File: src/rtl/arith_pkg.sv
// Shared arithmetic-datapath definitions: FSM state encoding and width limits.
package arith_pkg;

    typedef enum logic [1:0] {
        S_IDLE  = 2'd0,
        S_SHIFT = 2'd1,
        S_DONE  = 2'd2
    } state_t;

    // Legal operand width range for the bit-serial units.
    localparam int WIDTH_MIN = 2;
    localparam int WIDTH_MAX = 32;

endpackage

File: src/rtl/bit_serial_sub_if.sv
// Operand/result handshake bundle for bit_serial_sub.
interface bit_serial_sub_if #(
    parameter int WIDTH = 8
) ();
    logic             in_valid;
    logic             in_ready;
    logic [WIDTH-1:0] A;
    logic [WIDTH-1:0] B;
    logic             out_valid;
    logic             out_ready;
    logic [WIDTH-1:0] DIFF;
    logic             BORROW;
    logic             ZERO;

    // Producer/consumer side that supplies operands and takes results.
    modport master (
        output in_valid, A, B, out_ready,
        input  in_ready, out_valid, DIFF, BORROW, ZERO
    );

    // Subtractor side.
    modport slave (
        input  in_valid, A, B, out_ready,
        output in_ready, out_valid, DIFF, BORROW, ZERO
    );
endinterface

File: src/rtl/bit_full_sub.sv
// One-bit full subtractor, a - b - bin, built from two half-subtractors and an OR.
module bit_full_sub (
    input  logic a,
    input  logic b,
    input  logic bin,
    output logic d,
    output logic bout
);
    logic hs1_d;
    logic hs1_b;
    logic hs2_b;

    // First half-subtractor: a - b.
    assign hs1_d = a ^ b;
    assign hs1_b = ~a & b;

    // Second half-subtractor: (a - b) - bin.
    assign d     = hs1_d ^ bin;
    assign hs2_b = ~hs1_d & bin;

    // A borrow out of either stage propagates.
    assign bout  = hs1_b | hs2_b;
endmodule

File: src/rtl/bit_serial_sub.sv
// Bit-serial unsigned subtractor: DIFF = (A - B) mod 2^WIDTH, one bit per clock, LSB first.
// WIDTH must lie in 2..32.
module bit_serial_sub
    import arith_pkg::*;
#(
    parameter int WIDTH = 8
) (
    input  logic           clk,
    input  logic           rst_n,
    bit_serial_sub_if.slave bus
);
    localparam int CW = $clog2(WIDTH);

    state_t           state;
    state_t           state_nxt;
    logic [WIDTH-1:0] a_sr;
    logic [WIDTH-1:0] b_sr;
    logic [WIDTH-1:0] d_sr;
    logic [CW-1:0]    cnt;
    logic             br;
    logic             d_bit;
    logic             br_nxt;
    logic             last;
    logic [WIDTH-1:0] diff_fin;
    logic [WIDTH-1:0] diff_q;
    logic             borrow_q;
    logic             zero_q;

    bit_full_sub u_fs (
        .a    (a_sr[0]),
        .b    (b_sr[0]),
        .bin  (br),
        .d    (d_bit),
        .bout (br_nxt)
    );

    // Final bit position is decoded directly so the counter never has to wrap.
    assign last     = (cnt == CW'(WIDTH - 1));
    // Result as it will look once the current bit is shifted in from the top.
    assign diff_fin = {d_bit, d_sr[WIDTH-1:1]};

    assign bus.in_ready  = (state == S_IDLE);
    assign bus.out_valid = (state == S_DONE);
    assign bus.DIFF      = diff_q;
    assign bus.BORROW    = borrow_q;
    assign bus.ZERO      = zero_q;

    // State register.
    always_ff @(posedge clk) begin
        if (!rst_n) state <= S_IDLE;
        else        state <= state_nxt;
    end

    // Next-state decode: accept in IDLE, run WIDTH steps, hold result until taken.
    always_comb begin
        state_nxt = state;
        case (state)
            S_IDLE:  if (bus.in_valid)  state_nxt = S_SHIFT;
            S_SHIFT: if (last)          state_nxt = S_DONE;
            S_DONE:  if (bus.out_ready) state_nxt = S_IDLE;
            default:                    state_nxt = S_IDLE;
        endcase
    end

    // Datapath: operand capture, serial subtract steps and result latch.
    always_ff @(posedge clk) begin
        if (!rst_n) begin
            a_sr     <= '0;
            b_sr     <= '0;
            d_sr     <= '0;
            cnt      <= '0;
            br       <= 1'b0;
            diff_q   <= '0;
            borrow_q <= 1'b0;
            zero_q   <= 1'b0;
        end else begin
            case (state)
                S_IDLE: begin
                    if (bus.in_valid) begin
                        a_sr <= bus.A;
                        b_sr <= bus.B;
                        br   <= 1'b0;
                        cnt  <= '0;
                    end
                end
                S_SHIFT: begin
                    a_sr <= a_sr >> 1;
                    b_sr <= b_sr >> 1;
                    d_sr <= diff_fin;
                    br   <= br_nxt;
                    if (!last) cnt <= cnt + 1'b1;
                    if (last) begin
                        diff_q   <= diff_fin;
                        borrow_q <= br_nxt;
                        zero_q   <= ~|diff_fin;
                    end
                end
                default: ;
            endcase
        end
    end
endmodule
File: src/flat_wrapper.sv
// flat-port wrapper written by rule: the top's interface ports become plain ports
module bit_serial_sub_flat import arith_pkg::*;
#(
    parameter int WIDTH = 8
)
  (clk, rst_n, bus_in_valid, bus_A, bus_B, bus_out_ready, bus_in_ready, bus_out_valid, bus_DIFF, bus_BORROW, bus_ZERO);
  bit_serial_sub_if #(.WIDTH(WIDTH)) bus_i ();
  input  logic clk;
  input  logic rst_n;
  input wire logic [$bits(bus_i.in_valid)-1:0] bus_in_valid;
  input wire logic [$bits(bus_i.A)-1:0] bus_A;
  input wire logic [$bits(bus_i.B)-1:0] bus_B;
  input wire logic [$bits(bus_i.out_ready)-1:0] bus_out_ready;
  output wire logic [$bits(bus_i.in_ready)-1:0] bus_in_ready;
  output wire logic [$bits(bus_i.out_valid)-1:0] bus_out_valid;
  output wire logic [$bits(bus_i.DIFF)-1:0] bus_DIFF;
  output wire logic [$bits(bus_i.BORROW)-1:0] bus_BORROW;
  output wire logic [$bits(bus_i.ZERO)-1:0] bus_ZERO;
  assign bus_i.in_valid = bus_in_valid;
  assign bus_i.A = bus_A;
  assign bus_i.B = bus_B;
  assign bus_i.out_ready = bus_out_ready;
  assign bus_in_ready = bus_i.in_ready;
  assign bus_out_valid = bus_i.out_valid;
  assign bus_DIFF = bus_i.DIFF;
  assign bus_BORROW = bus_i.BORROW;
  assign bus_ZERO = bus_i.ZERO;
  bit_serial_sub #(.WIDTH(WIDTH)) u_core (.clk(clk), .rst_n(rst_n), .bus(bus_i));
endmodule
File: config.mk
export PLATFORM = sky130hd
export DESIGN_NAME = bit_serial_sub_flat
export DESIGN_NICKNAME = d
export VERILOG_FILES = /design/src/rtl/arith_pkg.sv /design/src/rtl/bit_serial_sub_if.sv /design/src/rtl/bit_full_sub.sv /design/src/rtl/bit_serial_sub.sv /design/src/flat_wrapper.sv
export SDC_FILE = /design/constraint.sdc
export NUM_CORES = 1
export LEC_CHECK = 0
export CAP_MARGIN = 20
export CORE_ASPECT_RATIO = 1.75
export CORE_MARGIN = 2
export CORE_UTILIZATION = 54
export DETAILED_ROUTE_END_ITERATION = 10
export PLACE_DENSITY = 0.83
export SYNTH_ARGS = -nofsm -noshare
export SYNTH_HDL_FRONTEND = slang
export SYNTH_SLANG_ARGS = --single-unit
File: constraint.sdc
create_clock -name clk -period 4.2 [get_ports clk]
set_clock_uncertainty 0.1 [all_clocks]
set_input_delay 0.84 -clock clk [delete_from_list [all_inputs] [get_ports clk]]
set_output_delay 0.84 -clock clk [all_outputs]
set_load 0.005 [all_outputs]
Word level (Yosys, flattened, before mapping)
Index checks and enable logic that the tools add are counted.
Widths: inputs -> output; s select.

cells by class
  add/sub/neg operators = 1
  equal/unequal tests = 7
  multiplexer cells = 13
  bitwise operators = 7
  reduce and logical (&&, ||, !) cells = 8

operators by type and width
  kind                 number
  $pmux 8 s2           2
  $mux 8               2
  $reduce_or 8->1      1
  $mux 2               3
  $mux 3               2
  $ne 2x2->1 const B   3
  $pmux 2 s3           1
  $pmux 3 s2           1
  $reduce_and 3->1     2
  $reduce_and 2->1     2
  $add 3x1->3 const B  1
  $eq 3x3->1 const B   1
  $and 1x1->1          2
  $eq 2x1->1 const B   1
  $eq 2x2->1 const B   1
  $logic_not 2->1      1
  $ne 2x1->1 const B   1
  $not 1->1            2
  $pmux 1 s2           1
  $reduce_bool 2->1    1
  $xor 1x1->1          2
  $logic_not 1->1      1
  $mux 1               1
  $or 1x1->1           1

storage, ports and cells
  register bits = 40
  input port bits = 20
  logic and storage cells = 45

Longest topological paths before layout
  word-level depth = 5
  gate-level depth with buffers = 7
  depth with buffers taken out = 5

Hierarchy
A second synthesis with hierarchy kept.

second synthesis, totals
  cell total of the unflattened synthesis = 180
  area, all modules = 1,707.9 um2

by module, submodules not included
  module          times used  cells each  area each (um2)
  bit_serial_sub  1           176         1,676.6
  bit_full_sub    1           4           31.3

Worst setup path after synthesis
No wires, ideal clock.

  path type = flip-flop to flip-flop
  from = reg u_core.b_sr[0]
  to = reg u_core.zero_q, in the netlist u_core.bus.ZERO
  library setup time = 0.069 ns
  arrival time = 1.739 ns
  data required time = 4.031 ns
  setup slack = 2.292 ns
  cell stages (with the launch flop) = 6
  buffers on the path = 0
  period minus slack after synthesis = 1.908 ns
  cell sequence = dfxtp_1 -> inv_1 -> fa_1 -> or4_1 -> or3_1 -> o21ai_1

on the way
  cells in the longest elaborated chain, start to end = 4

RTL lines
  item                    RTL line              RTL
  from (decl)             bit_serial_sub.sv:17  logic [WIDTH-1:0] b_sr;
  from (signal assigned)  bit_serial_sub.sv:81  b_sr <= bus.B;
  from (signal assigned)  bit_serial_sub.sv:88  b_sr <= b_sr >> 1;
  $xor 1x1->1             bit_full_sub.sv:14    assign hs1_d = a ^ b;
  $xor 1x1->1             bit_full_sub.sv:18    assign d = hs1_d ^ bin;
  via u_core.d_bit        bit_serial_sub.sv:21  logic d_bit;
  $reduce_or 8->1         bit_serial_sub.sv:95  zero_q <= ~|diff_fin;
  $logic_not 1->1         bit_serial_sub.sv:95
  to (signal assigned)    bit_serial_sub.sv:95
  to (decl)               bit_serial_sub.sv:27  logic zero_q;

The timed path passes the listed nets, and every way through them passes these cells.
A chain may end at the register's enable or synchronous reset.

Worst setup path in the final report
  from = reg u_core.state[1]
  to = out bus_out_valid

on the way
  cells in the longest elaborated chain, start to end = 1

RTL lines
  item                    RTL line              RTL
  from (decl)             bit_serial_sub.sv:14  state_t state;
  from (signal assigned)  bit_serial_sub.sv:51  else state <= state_nxt;
  $eq 2x2->1              bit_serial_sub.sv:43  assign bus.out_valid = (state == S_DONE);
  to (decl)               flat_wrapper.sv:15    output wire logic [$bits(bus_i.out_valid)-1:0] bus_out_valid;

Every way passes these cells.

==> qor.csv <==
stage;metric;value;unit
run_status;outcome;finished, final reports clean;
setup_path;Worst Setup Path Type;reg -> out;
floorplanning;Die Footprint;3530;µm²
setup_path;crit path launch type;register;
power;static leakage power;0.750;nW
synth;most frequently used cell type in the post-synthesis netlist;sky130_fd_sc_hd__dfxtp_1;
synth;synth unique cells;29;
sta;Fmax achieved;391;MHz
synth;synth top area cells;sky130_fd_sc_hd__dfxtp_1 (47%), sky130_fd_sc_hd__mux2i_1 (9.1%), sky130_fd_sc_hd__nand2_1 (7.5%);
setup_path;terminus of the critical flop-to-flop path;u_core.bus.ZERO$_SDFFE_PN0P_;
layout;number of fill cells in the layout;242;
hold_path;startpoint of the most critical hold path;u_core.bus.DIFF[2]$_SDFFE_PN0P_;
synth;warning count from the yosys run;0;
global_route;global route total overflow;0;
sta;post-route setup TNS;0;ns
power;internal power;606;µW
synth;total nets after synthesis;212;
floorplanning;number of ports placed on the die boundary;32;
power;Power Density;379;nW/µm²
layout;layout cells sized above 1;0.0374;
layout;Layout Area Growth over Synthesis;25.1;%
cts;register clock-pin slew on the reported worst setup and hold paths;0.07;ns
floorplanning;Die Ht;77.1;µm
layout;final design area excluding fillers;2060;µm²
cts;later-pin clock latency in the skew report;0.30;ns
job;count of maximum capacitance violations;0;
place;total placed cells including tap cells;234;
cts;cts-stage hold buffer count;0;
setup_path;Critical Path Max Stage Delay;0.58;ns
setup_path;data arrival at the endpoint of the critical path;1.62;ns
sta;share of the clock period used by the worst path;0.608;
global_route;gr usage total;0.201;
sta;final setup fails;0;
power;relative contribution of sequential cells to total power;0.507;
synth;count of flip-flops with a built-in enable after synthesis;0;
setup_path;worst reg-to-reg path cell count;5;
synth;ys async rst share;0;
sta;worst-margin pin slew;0.912;ns
hold_path;number of cells on the worst hold path;2;
setup_path;critical path capture point type;output port;
cts;Max H-tree Level;2;
layout;final core utilization;0.704;
power;worst voltage drop across the vdd grid;498;µV
setup_path;crit path max fanout;15;
setup_path;Max stage delay cell, worst path;sky130_fd_sc_hd__dfxtp_1;
setup_path;worst setup slack for register-to-register paths;2.19;ns
power;power dissipated by switching net loads;176;µW
drt;first drt pass iteration count;3;
cts;sink count of the clock tree;39;
sta;Relative slew margins;0.392;
drt;drt initial violations;12;
drt;average vias per placed instance;5.62;
synth;share of the synthesized area in the top cell type;0.474;
setup_path;required time at the worst-slack endpoint;3.26;ns
synth;synthesis-stage register bit count;39;
sta;post-route minimum period;2.56;ns
global_route;wire length of the first global-routing pass;5350;µm
synth;largest area contributor in the netlist;sky130_fd_sc_hd__dfxtp_1;
cts;Resized Gates After CTS;0;
floorplanning;Core Region;2930;µm²
cts;clock buffers created by TritonCTS;5;
sta;number of hold-slack violations in the final timing report;0;
drt;DRC violations left;0;
global_route;largest net degree at the start of global routing;39;
global_route;number of global-route vias before repair;1339;
drt;overall via count from detail_route;1361;
floorplanning;initial core utilization;0.563;
layout;post-route non-filler standard cell count;242;
drt;final wirelength;3120;µm
global_route;number of antenna violations at the first check in global routing;0;
hold_path;worst min-delay path category;reg -> reg;
power;clock share of power;0.383;
sta;Final Max Slew Viols;0;
cts;maximum count of clock buffers along a single path;2;
layout;Multi-input gate area;782;µm²
cts;Post-CTS Setup Inserts;0;
power;fraction of power spent switching nets;0.225;
layout;total area of sequential cells;781;µm²
synth;register area share after synthesis;0.474;
synth;post-synth design cell area;1650;µm²
drt;antenna-violating nets left;0;
power;relative contribution of combinational cells to total power;0.111;
drt;Routed wire per std cell;12.9;µm
floorplanning;Chip Width;45.8;µm
synth;top_reg_cell synth;sky130_fd_sc_hd__dfxtp_1;
cts;TritonCTS clock tree;yes;
synth;leading cell types by count after synthesis;sky130_fd_sc_hd__dfxtp_1 (39), sky130_fd_sc_hd__nand2_1 (33), sky130_fd_sc_hd__a21oi_1 (19), sky130_fd_sc_hd__nor2_1 (18);
power;total power draw;782;µW
place;Cell Area, Placed;1930;µm²
layout;# diodes;0;
setup_path;worst path cell trace;nor2b_1, clkdlybuf4s50_1;
place;routability congestion estimate from global placement;0.843;
synth;per-instance average area after synthesis;8.72;µm²
layout;fin nets;237;
place;number of buffers added on ports;31;
setup_path;worst r2r src;u_core.br$_SDFFE_PN0P_;
sta;RSZ-0062 raised after global routing;false;
place;detailed-placement wirelength estimate;2160;µm
synth;gate count of the mapped netlist;189;
floorplanning;count of standard-cell rows;26;
cts;Root Buffer Master;sky130_fd_sc_hd__clkbuf_8;
hold_path;worst hold endpoint;u_core.bus.DIFF[2]$_SDFFE_PN0P_;
## per-stage QoR
stage	setup WS (ns)	hold WS, ns
after detailed placement	1.44	0.346
after global placement	1.54	0.341
after global routing	1.55	0.370
after CTS	1.66	0.356
final	1.64	0.355
after floorplan	2.29	0.341
## power by group through the flow
stage | clock network, mW | logic (mW) | registers, mW
2_1_floorplan | 0 | 0.0567 | 0.402
3_3_place_gp | 0 | 0.0806 | 0.403
3_5_place_dp | 0 | 0.0836 | 0.404
4_1_cts | 0.306 | 0.0839 | 0.396
5_1_grt | 0.320 | 0.0976 | 0.398
6_report | 0.299 | 0.0866 | 0.396
## state kept, by name (all words and copies together), names as in the netlist
| signal | count |
|---|---|
| u_core.b_sr | 8 |
| u_core.bus.ZERO | 1 |
| u_core.a_sr | 8 |
| u_core.d_sr | 7 |
| u_core.br | 1 |
| u_core.bus.DIFF | 8 |
| u_core.bus.BORROW | 1 |
| u_core.cnt | 3 |
| u_core.state | 2 |
## how the worst max path moves through the flow
stage	cells past startpoint	startpoint	slack, ns	end
2_1_floorplan	5	u_core.b_sr[0]$_SDFFE_PN0P_	2.29	u_core.bus.ZERO$_SDFFE_PN0P_
6_report	2	u_core.state[1]$_SDFFE_PN0P_	1.64	bus_out_valid
3_3_place_gp	4	bus_in_valid	1.54	u_core.br$_SDFFE_PN0P_
3_5_place_dp	4	bus_in_valid	1.44	u_core.a_sr[1]$_SDFFE_PN0P_
5_1_grt	2	u_core.state[1]$_SDFFE_PN0P_	1.55	bus_out_valid
4_1_cts	2	u_core.state[1]$_SDFFE_PN0P_	1.66	bus_out_valid
## cell type report
| cell class | count | area share |
|---|---|---|
| Multi-Input combinational cell | 131 | 0.379 |
| Sequential cell | 39 | 0.379 |
| Timing Repair Buffer | 33 | 0.168 |
| Clock buffer | 6 | 0.0352 |
| Tap cell | 28 | 0.0170 |
| Clock inverter | 1 | 0.0146 |
| Inverter | 4 | 0.00729 |
## layout by cell type, fill, tap and decap left out, drive strengths merged, types with 2 or more instances in the layout
cell           Yosys  final
dfxtp             39     39
nand2             33     33
clkdlybuf4s50      0     31
a21oi             19     19
nor2              18     18
mux2i             15     15
a211oi            15     15
clkbuf             8      6
nand3              5      5
inv                3      3
a31oi              3      3
o21ai              3      3
nor2b              2      2
nand4bb            2      2
nand2b             2      2
or4                2      2
ha                 2      2
buf                7      2
## critical path, delay by kind of cell (launching register included)
| family | cells | cell delay (ns) |
|---|---|---|
| flops | 1 | 0.58 |
| buf+inv | 1 | 0.52 |
| simple gates | 1 | 0.22 |
## routing by layer
layer | wire [µm] | global-route usage | up-vias
met3 | 121 | 0.0565 | 5
met4 | 64 | 0.103 | 0
met1 | 1290 | 0.214 | 623
li1 | - | - | 702
met2 | 1640 | 0.339 | 31
met5 | 0 | 0 | -
## cells by family after synthesis
family / share of synthesized area
AO/OA/AOI/OAI: 0.161
buffers and inverters: 0.0516
AND/OR/NAND/NOR: 0.195
adder cells (fa/ha/maj): 0.0273
flip-flops: 0.474
multiplexers: 0.0911
(Power assumes the default switching activity.)
